### config.mk
export PLATFORM = sky130hd
export DESIGN_NAME = cmul_share_arbiter
export DESIGN_NICKNAME = d
export VERILOG_FILES = /design/src/rtl/cmul_share_arbiter.sv
export SDC_FILE = /design/constraint.sdc
export NUM_CORES = 1
export LEC_CHECK = 0
export CORE_AREA = 2 2 164 166
export DETAILED_ROUTE_END_ITERATION = 7
export DIE_AREA = 0 0 166 168
export PLACE_DENSITY_LB_ADDON = 0.05
export SLEW_MARGIN = 20
export SYNTH_ARGS = -nofsm -noshare
export SYNTH_HDL_FRONTEND = slang
export SYNTH_SLANG_ARGS = --single-unit
### constraint.sdc
create_clock -name CLK -period 2.2 [get_ports CLK]
set_input_delay 0.44 -clock CLK [delete_from_list [all_inputs] [get_ports CLK]]
set_output_delay 0.44 -clock CLK [all_outputs]
set_load 0.01 [all_outputs]
### src/rtl/cmul_share_arbiter.sv
// cmul_share_arbiter
// Shares one pipelined complex multiplier among N_REQ requesters (the
// R-inverse sub-sequencers). Requests are granted round-robin, operands are
// registered into the multiplier, and a tag pipe matching MUL_LATENCY routes
// each product back with a one-hot response strobe. A flush pulse stops new
// grants and reports flush_done once every outstanding product is returned.
//
// Ports:
//   CLK, RST            clock (rising edge), synchronous active-high reset
//   req                 per-requester request level
//   opa_flat, opb_flat  per-requester operands, slice i = {imag, real}
//   flush               pulse: stop granting and drain the multiplier
//   gnt                 one-hot pulse: that requester's operands were taken
//   mul_valid, mul_a_*, mul_b_*   registered issue to the multiplier
//   mul_p_r, mul_p_i    multiplier product, MUL_LATENCY cycles after issue
//   rsp_valid, rsp_r, rsp_i       one-hot result strobe and registered result
//   busy                any op in flight or arbiter not idle
//   flush_done          one-cycle pulse when a drain completes
//
// Build option: define CMUL_ARB_FIXED_PRIO_EN for fixed priority (lowest
// index wins, no rotating pointer). Undefined: round-robin.
module cmul_share_arbiter #(
  parameter int DATA_WIDTH  = 17,
  parameter int N_REQ       = 4,
  parameter int MUL_LATENCY = 3
) (
  input  logic                          CLK,
  input  logic                          RST,
  input  logic [N_REQ-1:0]              req,
  input  logic [N_REQ*2*DATA_WIDTH-1:0] opa_flat,
  input  logic [N_REQ*2*DATA_WIDTH-1:0] opb_flat,
  input  logic                          flush,
  output logic [N_REQ-1:0]              gnt,
  output logic                          mul_valid,
  output logic [DATA_WIDTH-1:0]         mul_a_r,
  output logic [DATA_WIDTH-1:0]         mul_a_i,
  output logic [DATA_WIDTH-1:0]         mul_b_r,
  output logic [DATA_WIDTH-1:0]         mul_b_i,
  input  logic [DATA_WIDTH-1:0]         mul_p_r,
  input  logic [DATA_WIDTH-1:0]         mul_p_i,
  output logic [N_REQ-1:0]              rsp_valid,
  output logic [DATA_WIDTH-1:0]         rsp_r,
  output logic [DATA_WIDTH-1:0]         rsp_i,
  output logic                          busy,
  output logic                          flush_done
);

  localparam int ID_W = (N_REQ > 1) ? $clog2(N_REQ) : 1;
  localparam int OP_W = 2 * DATA_WIDTH;

  localparam logic [1:0] ST_IDLE  = 2'd0;
  localparam logic [1:0] ST_ARB   = 2'd1;
  localparam logic [1:0] ST_DRAIN = 2'd2;

  logic [1:0]             state_r, state_nxt_s;
  logic [N_REQ-1:0]       inflight_r;
  logic [N_REQ-1:0]       gnt_r;
  logic                   mul_valid_r;
  logic [ID_W-1:0]        mul_id_r;
  logic [DATA_WIDTH-1:0]  mul_a_re_r, mul_a_im_r, mul_b_re_r, mul_b_im_r;
  logic [MUL_LATENCY-1:0] tag_vld_r;
  logic [ID_W-1:0]        tag_id_r [MUL_LATENCY];
  logic [N_REQ-1:0]       rsp_valid_r;
  logic [DATA_WIDTH-1:0]  rsp_re_r, rsp_im_r;
  logic                   flush_done_r, flush_done_nxt_s;

  logic [ID_W-1:0]        ptr_s;
  logic [N_REQ-1:0]       elig_s;
  logic                   pipe_busy_s;
  logic                   pick_vld_s;
  logic [ID_W-1:0]        pick_id_s;
  logic                   grant_s;
  logic [N_REQ-1:0]       grant_oh_s;
  logic [N_REQ-1:0]       rsp_oh_s;
  logic                   drain_done_s;
  logic [OP_W-1:0]        opa_arr_s [N_REQ];
  logic [OP_W-1:0]        opb_arr_s [N_REQ];
  logic [OP_W-1:0]        sel_a_s, sel_b_s;

`ifdef CMUL_ARB_FIXED_PRIO_EN
  // Pointer pinned at 0: the search below degenerates to lowest-index-first.
  assign ptr_s = {ID_W{1'b0}};
`else
  logic [ID_W-1:0] ptr_r;
  assign ptr_s = ptr_r;
`endif

  // A requester with an op outstanding is masked until the cycle after its rsp.
  assign elig_s      = req & ~inflight_r;
  assign pipe_busy_s = mul_valid_r | (|tag_vld_r);
  assign grant_s     = pick_vld_s && !flush && (state_r == ST_IDLE || state_r == ST_ARB);
  // The last response may be on rsp_valid now; its inflight bit drops next edge.
  assign drain_done_s = !pipe_busy_s && ((inflight_r & ~rsp_valid_r) == {N_REQ{1'b0}});

  // Unpack the flat operand buses into per-requester words.
  always_comb begin
    for (int i = 0; i < N_REQ; i++) begin
      opa_arr_s[i] = opa_flat[i*OP_W +: OP_W];
      opb_arr_s[i] = opb_flat[i*OP_W +: OP_W];
    end
  end

  assign sel_a_s = opa_arr_s[pick_id_s];
  assign sel_b_s = opb_arr_s[pick_id_s];

  // Pick the first eligible requester at or after the pointer, wrapping.
  always_comb begin
    int cand;
    logic [ID_W-1:0] cand_id;
    cand       = 0;
    cand_id    = {ID_W{1'b0}};
    pick_vld_s = 1'b0;
    pick_id_s  = {ID_W{1'b0}};
    for (int i = 0; i < N_REQ; i++) begin
      cand    = (int'(ptr_s) + i) % N_REQ;
      cand_id = ID_W'(cand);
      if (!pick_vld_s && elig_s[cand_id]) begin
        pick_vld_s = 1'b1;
        pick_id_s  = cand_id;
      end else begin
        pick_vld_s = pick_vld_s;
      end
    end
  end

  // One-hot forms of the grant and of the tag leaving the pipe.
  always_comb begin
    grant_oh_s = {N_REQ{1'b0}};
    rsp_oh_s   = {N_REQ{1'b0}};
    if (grant_s) begin
      grant_oh_s[pick_id_s] = 1'b1;
    end else begin
      grant_oh_s = {N_REQ{1'b0}};
    end
    if (tag_vld_r[MUL_LATENCY-1]) begin
      rsp_oh_s[tag_id_r[MUL_LATENCY-1]] = 1'b1;
    end else begin
      rsp_oh_s = {N_REQ{1'b0}};
    end
  end

  // Control state transitions and the flush_done pulse.
  always_comb begin
    state_nxt_s      = ST_IDLE;
    flush_done_nxt_s = 1'b0;
    case (state_r)
      ST_IDLE: begin
        if (flush) begin
          flush_done_nxt_s = 1'b1;
          state_nxt_s      = ST_IDLE;
        end else if (pick_vld_s) begin
          state_nxt_s = ST_ARB;
        end else begin
          state_nxt_s = ST_IDLE;
        end
      end
      ST_ARB: begin
        if (flush) begin
          state_nxt_s = ST_DRAIN;
        end else if (elig_s == {N_REQ{1'b0}} && !pipe_busy_s) begin
          state_nxt_s = ST_IDLE;
        end else begin
          state_nxt_s = ST_ARB;
        end
      end
      ST_DRAIN: begin
        if (drain_done_s) begin
          flush_done_nxt_s = 1'b1;
          state_nxt_s      = ST_IDLE;
        end else begin
          state_nxt_s = ST_DRAIN;
        end
      end
      default: begin
        state_nxt_s = ST_IDLE;
      end
    endcase
  end

  // All registered state: control, issue, tag pipe, response.
  always_ff @(posedge CLK) begin
    if (RST) begin
      state_r      <= ST_IDLE;
      inflight_r   <= {N_REQ{1'b0}};
      gnt_r        <= {N_REQ{1'b0}};
      mul_valid_r  <= 1'b0;
      mul_id_r     <= {ID_W{1'b0}};
      mul_a_re_r   <= {DATA_WIDTH{1'b0}};
      mul_a_im_r   <= {DATA_WIDTH{1'b0}};
      mul_b_re_r   <= {DATA_WIDTH{1'b0}};
      mul_b_im_r   <= {DATA_WIDTH{1'b0}};
      tag_vld_r    <= {MUL_LATENCY{1'b0}};
      for (int i = 0; i < MUL_LATENCY; i++) begin
        tag_id_r[i] <= {ID_W{1'b0}};
      end
      rsp_valid_r  <= {N_REQ{1'b0}};
      rsp_re_r     <= {DATA_WIDTH{1'b0}};
      rsp_im_r     <= {DATA_WIDTH{1'b0}};
      flush_done_r <= 1'b0;
`ifndef CMUL_ARB_FIXED_PRIO_EN
      ptr_r        <= {ID_W{1'b0}};
`endif
    end else begin
      state_r      <= state_nxt_s;
      flush_done_r <= flush_done_nxt_s;
      inflight_r   <= (inflight_r & ~rsp_valid_r) | grant_oh_s;
      gnt_r        <= grant_oh_s;
      mul_valid_r  <= grant_s;
      if (grant_s) begin
        mul_id_r   <= pick_id_s;
        mul_a_re_r <= sel_a_s[DATA_WIDTH-1:0];
        mul_a_im_r <= sel_a_s[OP_W-1:DATA_WIDTH];
        mul_b_re_r <= sel_b_s[DATA_WIDTH-1:0];
        mul_b_im_r <= sel_b_s[OP_W-1:DATA_WIDTH];
`ifndef CMUL_ARB_FIXED_PRIO_EN
        ptr_r      <= ID_W'((int'(pick_id_s) + 1) % N_REQ);
`endif
      end
      // Stage 0 follows the issue register, so the last stage lines up with
      // the cycle in which the multiplier presents that op's product.
      tag_vld_r[0] <= mul_valid_r;
      tag_id_r[0]  <= mul_id_r;
      for (int i = 1; i < MUL_LATENCY; i++) begin
        tag_vld_r[i] <= tag_vld_r[i-1];
        tag_id_r[i]  <= tag_id_r[i-1];
      end
      rsp_valid_r <= rsp_oh_s;
      if (tag_vld_r[MUL_LATENCY-1]) begin
        rsp_re_r <= mul_p_r;
        rsp_im_r <= mul_p_i;
      end
    end
  end

  assign gnt        = gnt_r;
  assign mul_valid  = mul_valid_r;
  assign mul_a_r    = mul_a_re_r;
  assign mul_a_i    = mul_a_im_r;
  assign mul_b_r    = mul_b_re_r;
  assign mul_b_i    = mul_b_im_r;
  assign rsp_valid  = rsp_valid_r;
  assign rsp_r      = rsp_re_r;
  assign rsp_i      = rsp_im_r;
  assign flush_done = flush_done_r;
  assign busy       = (state_r != ST_IDLE) | (|inflight_r) | pipe_busy_s;

endmodule

==> run metrics, run 1 <==
combinational power share 33.1%; Slew Limit Fails 0; Avg Cell Area, Syn slightly above 10 um2; YS warnings 0; Worst VDD drop roughly 0.0004 V; maximum level of the CTS H-tree 4; RSZ-0062 raised after global routing true; die height 168 um; Mapped Cells slightly above 600; via count 6,286; sequential power share between 30% and 40%; number of buffers created by CTS 17; insertion delay to the later sink of the worst-skew pair 0.43 ns; Clock Power Share 34.1%; remaining antenna violation count 0; switching power 2.491 mW; Reg clk slew, reported paths approximately 0.06 ns; row cnt 60; outcome completed; input/output buffers around 430; Crit. End Element flip-flop; most area-hungry cell type in the Yosys netlist dfxtp_1; post-synthesis sequential area ratio 42.57%; Sw Ratio 29.61%; total die area 27,890 um2; Sink Count around 130; # setup viols final 0; synth top area cells dfxtp_1 43%, mux2i_1 28%, o221ai_1 9.7%, nand2_1 4.4%, nor2_1 3.0%; DP Area 11,060 um2; Pleak 4.466 nW; Max-Cap Viols 0; die width 166 um; Data arrival, critical path roughly 2.4 ns; Tmin final 2.137 ns; Post-Syn Area 6161 um2; largest net degree at the start of global routing 38; Total Routing Usage GR 17.69%; average wire per standard cell 18.25 um; Crit Path Max Fanout 11; Simple-Gate Fraction of Synth Area 11.43%; share of cells above drive strength 1 9.708%; endpoints failing hold 0; Final period util between 90% and 100%; P&R area growth vs syn 90.46%; Initial Utilization 23.38%; r2r setup slk 0.21 ns; Layout Nets approximately 1,400; largest family of logic cells by synthesized area multiplexers; Root Driver clkbuf_16; core footprint 26,350 um2; drt via density 4.471; DR pass1 iterations 4; initial antenna violation count 4; drt total wl 25,660 um; EDFF count, synth 0; post-synthesis compound-gate area fraction 12.00%; XOR/XNOR Fraction of Synth Area less than 1%; Initial DRC Count 255; first-pass GRT wire length 37,720 um; top cell type's share of synthesized area 42.57%; Cell Pwr Density around 720 nW/um2; dominant synthesized flop cell dfxtp_1; critical path startpoint category primary input; FF+latch count, synth 131; Internal around 6 mW; WS Path Type in2reg; clk buf depth 2; DRC viols 0; Max-slew headroom 59.84%; Post-Syn Nets 917; clock skew 0.01795 ns; post-route design area 11,730 um2; Worst Tran Pin Value between 0.6 and 0.7 ns; Final Wtd Congestion ~0.8; Hold Path Class in2reg; post-synthesis adder-cell area fraction 0%; Req. time, crit path 2.49 ns; clock tree from TritonCTS done; post-synthesis mux area share roughly 28%; Async SR Flop Fraction 0%; Util after Layout 44.53%; Max Fclk 467.9 MHz; GR Overflow Total 0; post-DP HPWL roughly 20,000 um; vias in the first global route 6,341; IO Pins between 400 and 500; synth unique cells 41
[metrics by stage]
stage	TNS [ns]	cells	total power [mW]	setup WS, ns	hold WS [ns]
finish	0	1406	8.414	0.06296	0.3542
global placement	-20.66	1365	5.584	-0.3635	0.4215
floorplan	0	604	4.085	0.3001	0.4138
global route	-0.003937	1405	8.840	-0.002421	0.3520
CTS	0	1397	8.512	0.06432	0.3375
detailed placement	-23.22	1365	5.581	-0.3964	0.4266
[kinds of logic (layout without fill, tap and decap cells)]
group | after synthesis | after routing
AND/OR/NAND/NOR | 162 | 162
multiplexers | 172 | 172
AO/OA/AOI/OAI | 85 | 85
XOR/XNOR | 1 | 1
flip-flops | 131 | 131
other | 0 | 4
buffers and inverters | 53 | 510
[sequential cells by signal, summed over array words and instances, names as in the netlist, 4 cells and up]
register,count
mul_a_r,17
mul_b_r,17
mul_b_i,17
gnt,4
rsp_r,17
rsp_valid,4
inflight_r,4
rsp_i,17
mul_a_i,17
tag_id_r,6
[critical path: stages]
cell	delay, ns
clkdlybuf4s50_1	0.50
or3b_4	0.39
o311ai_1	0.12
and2_4	0.29
buf_4	0.17
buf_12	0.15
mux2i_2	0.23
o221ai_1	0.14
[per-layer routing]
layer,vias up,wire (um),global-route usage [%]
li1,3118,-,-
met1,2876,10560,20.72
met2,266,12550,29.79
met3,26,2122,6.935
met4,0,432,5.558
met5,-,0,0
[power groups by stage]
stage	clock [mW]	sequential [mW]	combinational, mW
final	2.87	2.76	2.79
after global routing	3.06	2.79	2.99
after CTS	2.96	2.76	2.79
after detailed placement	0	2.80	2.78
after global placement	0	2.81	2.78
after floorplan	0	2.89	1.20
[synth_stat cells, drive strengths merged, types with 2 or more instances]
| cell type | instances |
|---|---|
| mux2i | 172 |
| dfxtp | 131 |
| nand2 | 74 |
| o221ai | 68 |
| nor2 | 50 |
| clkbuf | 25 |
| buf | 24 |
| nor2b | 17 |
| nor3 | 6 |
| a31oi | 4 |
| inv | 4 |
| nand2b | 4 |
| a211oi | 2 |
| a21oi | 2 |
| a311oi | 2 |
| a41oi | 2 |
| nor3b | 2 |
| nor4 | 2 |
[layout by cell type, fill, tap and decap left out, drive strengths merged]
master and n:
a31oi 4, o21bai 1, nor4 2, and3b 1, mux2i 172, inv 14
nor2b 17, a211oi 2, buf 50, nand2b 4, xnor2 1, a41oi 2
dfxtp 131, and2 1, or2 1, o22ai 1, nor3b 2, clkdlybuf4s50 423
clkinv 3, dlygate4sd2 1, a21oi 2, o311ai 1, o221ai 68, nand4 1
a311oi 2, nand3 1, clkinvlp 1, o22a 1, or3b 1, bufinv 1
clkbuf 17, nor3 6, diode 4, and3 1, o211a 1, nand2 74
nor2 50
[repair_timing]
item	CTS	global route
hold buffers	0	0
endpoints found under the setup margin	1	29
endpoints found under the hold margin	0	0
resized for setup	3	9
buffers inserted	0	5
pin swaps	0	1
[path summary, 6_finish.rpt]
| check | end | cells past startpoint | from |
|---|---|---|---|
| worst max register to register | mul_b_r[0]$_SDFFE_PP0P_ | 7 | inflight_r[2]$_SDFF_PP0_ |
| worst max-delay path | mul_b_r[0]$_SDFFE_PP0P_ | 8 | req[2] |
| worst min-delay path | inflight_r[2]$_SDFF_PP0_ | 2 | RST |
| worst min register to register | tag_id_r[0][3]$_SDFF_PP0_ | 1 | tag_id_r[0][1]$_SDFF_PP0_ |
[area by class of cell]
| cell class | count | area (um2) |
|---|---|---|
| Timing Repair Buffer | 474 | 4841 |
| Fill cell | 2546 | 14620 |
| Sequential cell | 131 | 2624 |
| Tap cell | 341 | 426.7 |
| Clock buffer | 17 | 425.4 |
| Inverter | 4 | 15.01 |
| Antenna cell | 4 | 10.01 |
| Multi-Input combinational cell | 420 | 3232 |
| Clock inverter | 15 | 160.2 |
No activity file was read; power rests on OpenSTA's default activity.
==> run 2: changes to the inputs <==
--- a/config.mk
+++ b/config.mk
@@ -5,9 +5,11 @@
 export SDC_FILE = /design/constraint.sdc
 export NUM_CORES = 1
 export LEC_CHECK = 0
-export CORE_AREA = 2 2 164 166
+export CELL_PAD_IN_SITES_DETAIL_PLACEMENT = 1
+export CELL_PAD_IN_SITES_GLOBAL_PLACEMENT = 1
+export CORE_AREA = 2 2 165 167
 export DETAILED_ROUTE_END_ITERATION = 7
-export DIE_AREA = 0 0 166 168
+export DIE_AREA = 0 0 167 169
 export PLACE_DENSITY_LB_ADDON = 0.05
 export SLEW_MARGIN = 20
 export SYNTH_ARGS = -nofsm -noshare
==> run 2 against run 1 <==
Effect of this change:
- global-route usage grew 1.1 points
- flip-flop and latch count stayed put
- via count increased by 2.2%
- sequential share of layout area down 0.12 points
- die area grew 1.2%
- final cell count grew 0.64%
- critical endpoint is now mul_b_r[13]$_SDFFE_PP0P_
- largest power group is now combinational logic
==> run metrics, run 2 (synthesis gave the netlist of run 1 again) <==
outcome completed; Top delay family on crit path buffers and inverters; DP Area between 10,000 and 15,000 um2; Layout Nets 1,369; ordered list of cells on the worst path clkdlybuf4s50_1 > nor2b_1 > o311ai_2 > and2_4 > buf_12 > buf_4 > mux2i_2 > o221ai_1; # setup viols final 0; Max-slew headroom approximately three fifths; Reg clk slew, reported paths 0.07 ns; DRC viols 0; worst path bufs/invs 3; drt via density 4.541; Pleak ~4.5 nW; Initial Utilization 23.25%; Final period util 96.06%; IO Pins between 400 and 500; most frequent cells in the layout 422 x clkdlybuf4s50_1, 169 x mux2i_1, 130 x dfxtp_1, 72 x nand2_1, 68 x o221ai_1; worst hold slack 0.4322 ns; Final Wtd Congestion 0.8101; r2r worst-path depth 7; endpoints failing hold 0; largest net degree at the start of global routing 39; maximum level of the CTS H-tree 4; Hold Path Class reg2reg; commonest non-fill, non-tap cell in the layout clkdlybuf4s50_1; post-route design area 11,800 um2; Data arrival, critical path 2.40 ns; P&R area growth vs syn 91.51%; die width 167 um; WS Path Type in2reg; post-DP HPWL about 22,000 um; insertion delay to the later sink of the worst-skew pair 0.42 ns; share of cells above drive strength 1 9.729%; Crit. End Element flip-flop; hold depth 1; Slowest-stage cell, CP clkdlybuf4s50_1; clock tree from TritonCTS done; Util after Layout 44.52%; remaining antenna violation count 0; DR pass1 iterations 4; Hold Buf Count CTS 0; drt total wl 27,470 um; RSZ-0062 raised after global routing false; Initial DRC Count about 220; critical path startpoint category primary input; Req. time, crit path 2.49 ns; Power Total 8.430 mW; GR Overflow Total 0; Worst path max stage delay 0.44 ns; clk buf depth 2; total die area 28,220 um2; Cell Pwr Density 714.5 nW/um2; Max-Cap Viols 0; Worst VDD drop 0.0004261 V; input/output buffers 425; Sink Count 131; average wire per standard cell 19.41 um; row cnt 60; vias in the first global route 6,880; die height 169 um; WP depth 8; Tmin final 2.113 ns; number of buffers created by CTS 17; clock skew 0.01280 ns; Worst Tran Pin Value 0.6108 ns; Max Fclk 473.2 MHz; Slew Limit Fails 0; first-pass GRT wire length 40,680 um; Crit Path Max Fanout 10; Total Routing Usage GR 18.78%; Root Driver clkbuf_16; via count 6,426; core footprint 26,500 um2; initial antenna violation count 6
## run 2: changes by cell type in the layout (fill, tap and decap cells not counted), moves of 2 or more
cell and delta:
buf_4 +7, mux2i_1 +5, mux2i_2 -5, clkinv_8 +3, nor4_1 +2, nor4_2 -2
## run 2: power by group
group | switching (mW) | total, mW | internal, mW
logic | 1.12 | 2.84 | 1.71
clock network | 1.31 | 2.84 | 1.52
registers | 0.142 | 2.76 | 2.62
## run 2: path summary, 6_finish.rpt
path,from,endpoint,slack (ns)
worst min-delay path,tag_id_r[0][2]$_SDFF_PP0_,tag_id_r[0][4]$_SDFF_PP0_,0.43
worst max-delay path,req[1],mul_b_r[13]$_SDFFE_PP0P_,0.09
worst min register to register,tag_id_r[0][2]$_SDFF_PP0_,tag_id_r[0][4]$_SDFF_PP0_,0.43
worst max register to register,ptr_r[0]$_SDFFE_PP0P_,mul_b_r[13]$_SDFFE_PP0P_,0.20
## run 2: area by class of cell
type	count	area (um2)
well taps	341	426.7
flip-flops and latches	131	2624
inverters	4	15.01
clock buffers	17	425.4
clock inverters	15	161.4
fillers	2949	14700
diodes	5	12.51
repair buffers	482	4928
multi-input cells	420	3206
## run 2: timing repair
item / CTS / global route
buffers inserted: 0 / 6
cloned: 0 / 1
pin swaps: 0 / 1
resized for setup: 2 / 5
endpoints found under the setup margin: 2 / 65
## run 2: routing by layer
layer  vias up  track usage (%)  share of wire [%]
met5         -                0              0.047
met4         2            6.034                2.1
met3        30            6.570                7.7
met2       247            32.40                 50
met1      3005            21.79                 41
li1       3142                -                  -
## run 2: through the flow
step	setup TNS [ns]	worst slack (ns)	std cells
after floorplan	0	0.3001	604
after global placement	-21.96	-0.3993	1371
after detailed placement	-24.61	-0.4451	1371
after CTS	0	0.01301	1403
after global routing	0	0.01600	1413
final	0	0.08659	1415
==> run 3: changes to the inputs <==
--- a/config.mk
+++ b/config.mk
@@ -7,10 +7,12 @@
 export LEC_CHECK = 0
 export CELL_PAD_IN_SITES_DETAIL_PLACEMENT = 1
 export CELL_PAD_IN_SITES_GLOBAL_PLACEMENT = 1
-export CORE_AREA = 2 2 165 167
+export CORE_ASPECT_RATIO = 1.1
+export CORE_MARGIN = 10
+export CORE_UTILIZATION = 25
 export DETAILED_ROUTE_END_ITERATION = 7
-export DIE_AREA = 0 0 167 169
 export PLACE_DENSITY_LB_ADDON = 0.05
+export REMOVE_ABC_BUFFERS = 1
 export SLEW_MARGIN = 20
 export SYNTH_ARGS = -nofsm -noshare
 export SYNTH_HDL_FRONTEND = slang
==> run 3 against run 2 <==
Effect of this change:
- sequential power about the same
- largest power group unchanged
- largest cell class unchanged
- worst setup slack worse by 0.0076 ns
- highest routed layer unchanged
- sequential share of layout area fell by 0.10 points
==> run metrics, run 3 (synthesis gave the netlist of run 1 again) <==
largest net degree at the start of global routing 36; Pleak 4.605 nW; endpoints failing hold 0; clock skew 0.01033 ns; WS Path Type reg2reg; Worst Tran Pin Value 0.6224 ns; IO Pins 426; Max Fclk 471.5 MHz; core footprint 24,400 um2; most frequent cells in the layout 420 x clkdlybuf4s50_1, 172 x mux2i_1, 129 x dfxtp_1, 72 x nand2_1, 68 x o221ai_1; remaining antenna violation count 0; Worst VDD drop about 0.00035 V; clk buf depth 2; Req. time, crit path 2.49 ns; Crit Path Max Fanout 8; GR Overflow Total 0; share of cells above drive strength 1 roughly 11%; DRC viols 0; vias in the first global route 7,102; first-pass GRT wire length 46,150 um; Power Total 8.529 mW; Slew Limit Fails 0; Slowest-stage cell, CP dfxtp_4; critical path startpoint category flip-flop; ordered list of cells on the worst path and3b_2 > o311ai_4 > and2_4 > buf_8 > buf_4 > mux2i_1 > o221ai_1; clock tree from TritonCTS done; via count around 6,500; input/output buffers 425; RSZ-0062 raised after global routing true; Data arrival, critical path 2.41 ns; Reg clk slew, reported paths 0.06 ns; commonest non-fill, non-tap cell in the layout clkdlybuf4s50_1; Total Routing Usage GR 19.97%; Max-slew headroom 58.51%; Sink Count around 130; Final period util 96.41%; P&R area growth vs syn 92.67%; Layout Nets 1,381; die width 169.7 um; die height approximately 180 um; maximum level of the CTS H-tree 4; Initial DRC Count 204; Crit. End Element flip-flop; # setup viols final 0; number of buffers created by CTS 17; drt total wl approximately 32,000 um; average wire per standard cell 23.22 um; Root Driver clkbuf_16; post-route design area 11,870 um2; Tmin final 2.121 ns; post-DP HPWL around 26,000 um; Max-Cap Viols 0; worst hold slack 0.3207 ns; Worst path max stage delay 0.37 ns; DR pass1 iterations 4; total die area 31,330 um2; insertion delay to the later sink of the worst-skew pair 0.42 ns; outcome completed; Storage cell area 2628 um2; setup TNS 0 ns; Initial Utilization around 25%; drt via density between 4 and 5; fill cell count 2,695; row cnt 60; Final Wtd Congestion 0.8060; Util after Layout 48.65%; combined area of the multi-input logic cells approximately 3200 um2; initial antenna violation count 15; Cell Pwr Density just over 700 nW/um2; DP Area 10,990 um2; Hold Path Class in2reg
==> run 3: cell count changes in the layout (fill, tap and decap cells not counted), sizes merged, moves of 2 or more <==
| cell | before | now |
|---|---|---|
| buf | 57 | 66 |
| inv | 13 | 7 |
| diode | 5 | 10 |
| bufinv | 0 | 2 |
| clkbuf | 18 | 20 |
| clkdlybuf4s50 | 422 | 420 |
| dlymetal6s2s | 1 | 3 |
==> run 3: report_power, final <==
part	internal, mW	switching (mW)
registers	2.62	0.133
logic	1.76	1.19
clock network	1.69	1.13
==> run 3: final timing paths <==
kind / from / to / slack [ns] / cells past startpoint
min reg2reg: tag_id_r[0][0]$_SDFF_PP0_ / tag_id_r[0][2]$_SDFF_PP0_ / 0.43 / 1
max: inflight_r[0]$_SDFF_PP0_ / mul_b_r[11]$_SDFFE_PP0P_ / 0.08 / 7
min: RST / inflight_r[1]$_SDFF_PP0_ / 0.32 / 2
max reg2reg: inflight_r[0]$_SDFF_PP0_ / mul_b_r[11]$_SDFFE_PP0P_ / 0.08 / 7
==> run 3: metrics by stage <==
step	cells	setup slack [ns]
detailed placement	1340	-0.4964
global route	1397	-0.003055
floorplan	555	-4.069
global placement	1340	-0.4681
CTS	1372	0.005874
finish	1399	0.07897
==> run 3: cell type report <==
class | count | area share [%]
well taps | 310 | 3.268
clock inverters | 12 | 1.117
multi-input cells | 421 | 27.29
flip-flops and latches | 131 | 22.14
diodes | 10 | 0.2108
inverters | 4 | 0.1265
clock buffers | 18 | 3.700
repair buffers | 493 | 42.15
==> run 3: repair_timing <==
| item | 4_1_cts | 5_1_grt |
|---|---|---|
| endpoints found under the setup margin | 9 | 61 |
| buffers inserted | 0 | 15 |
| hold buffers | 0 | 0 |
| gates resized for setup | 8 | 12 |
| pin swaps | 1 | 3 |
| gates cloned | 2 | 2 |
==> run 3: routing by layer <==
metal / routed length [um] / track usage [%]
met2: 16430 / 34.82
met5: 66 / 0
met4: 561 / 7.271
met3: 3733 / 11.15
met1: 11690 / 19.40
==> run 3: worst max-delay path, delay by kind of cell (launching register included) <==
family / cells / cell delay, ns
AOI/OAI and AO/OA: 2 / 0.50
buffers and inverters: 2 / 0.29
and+or+nand+nor: 2 / 0.59
muxes: 1 / 0.21
DFF: 1 / 0.37
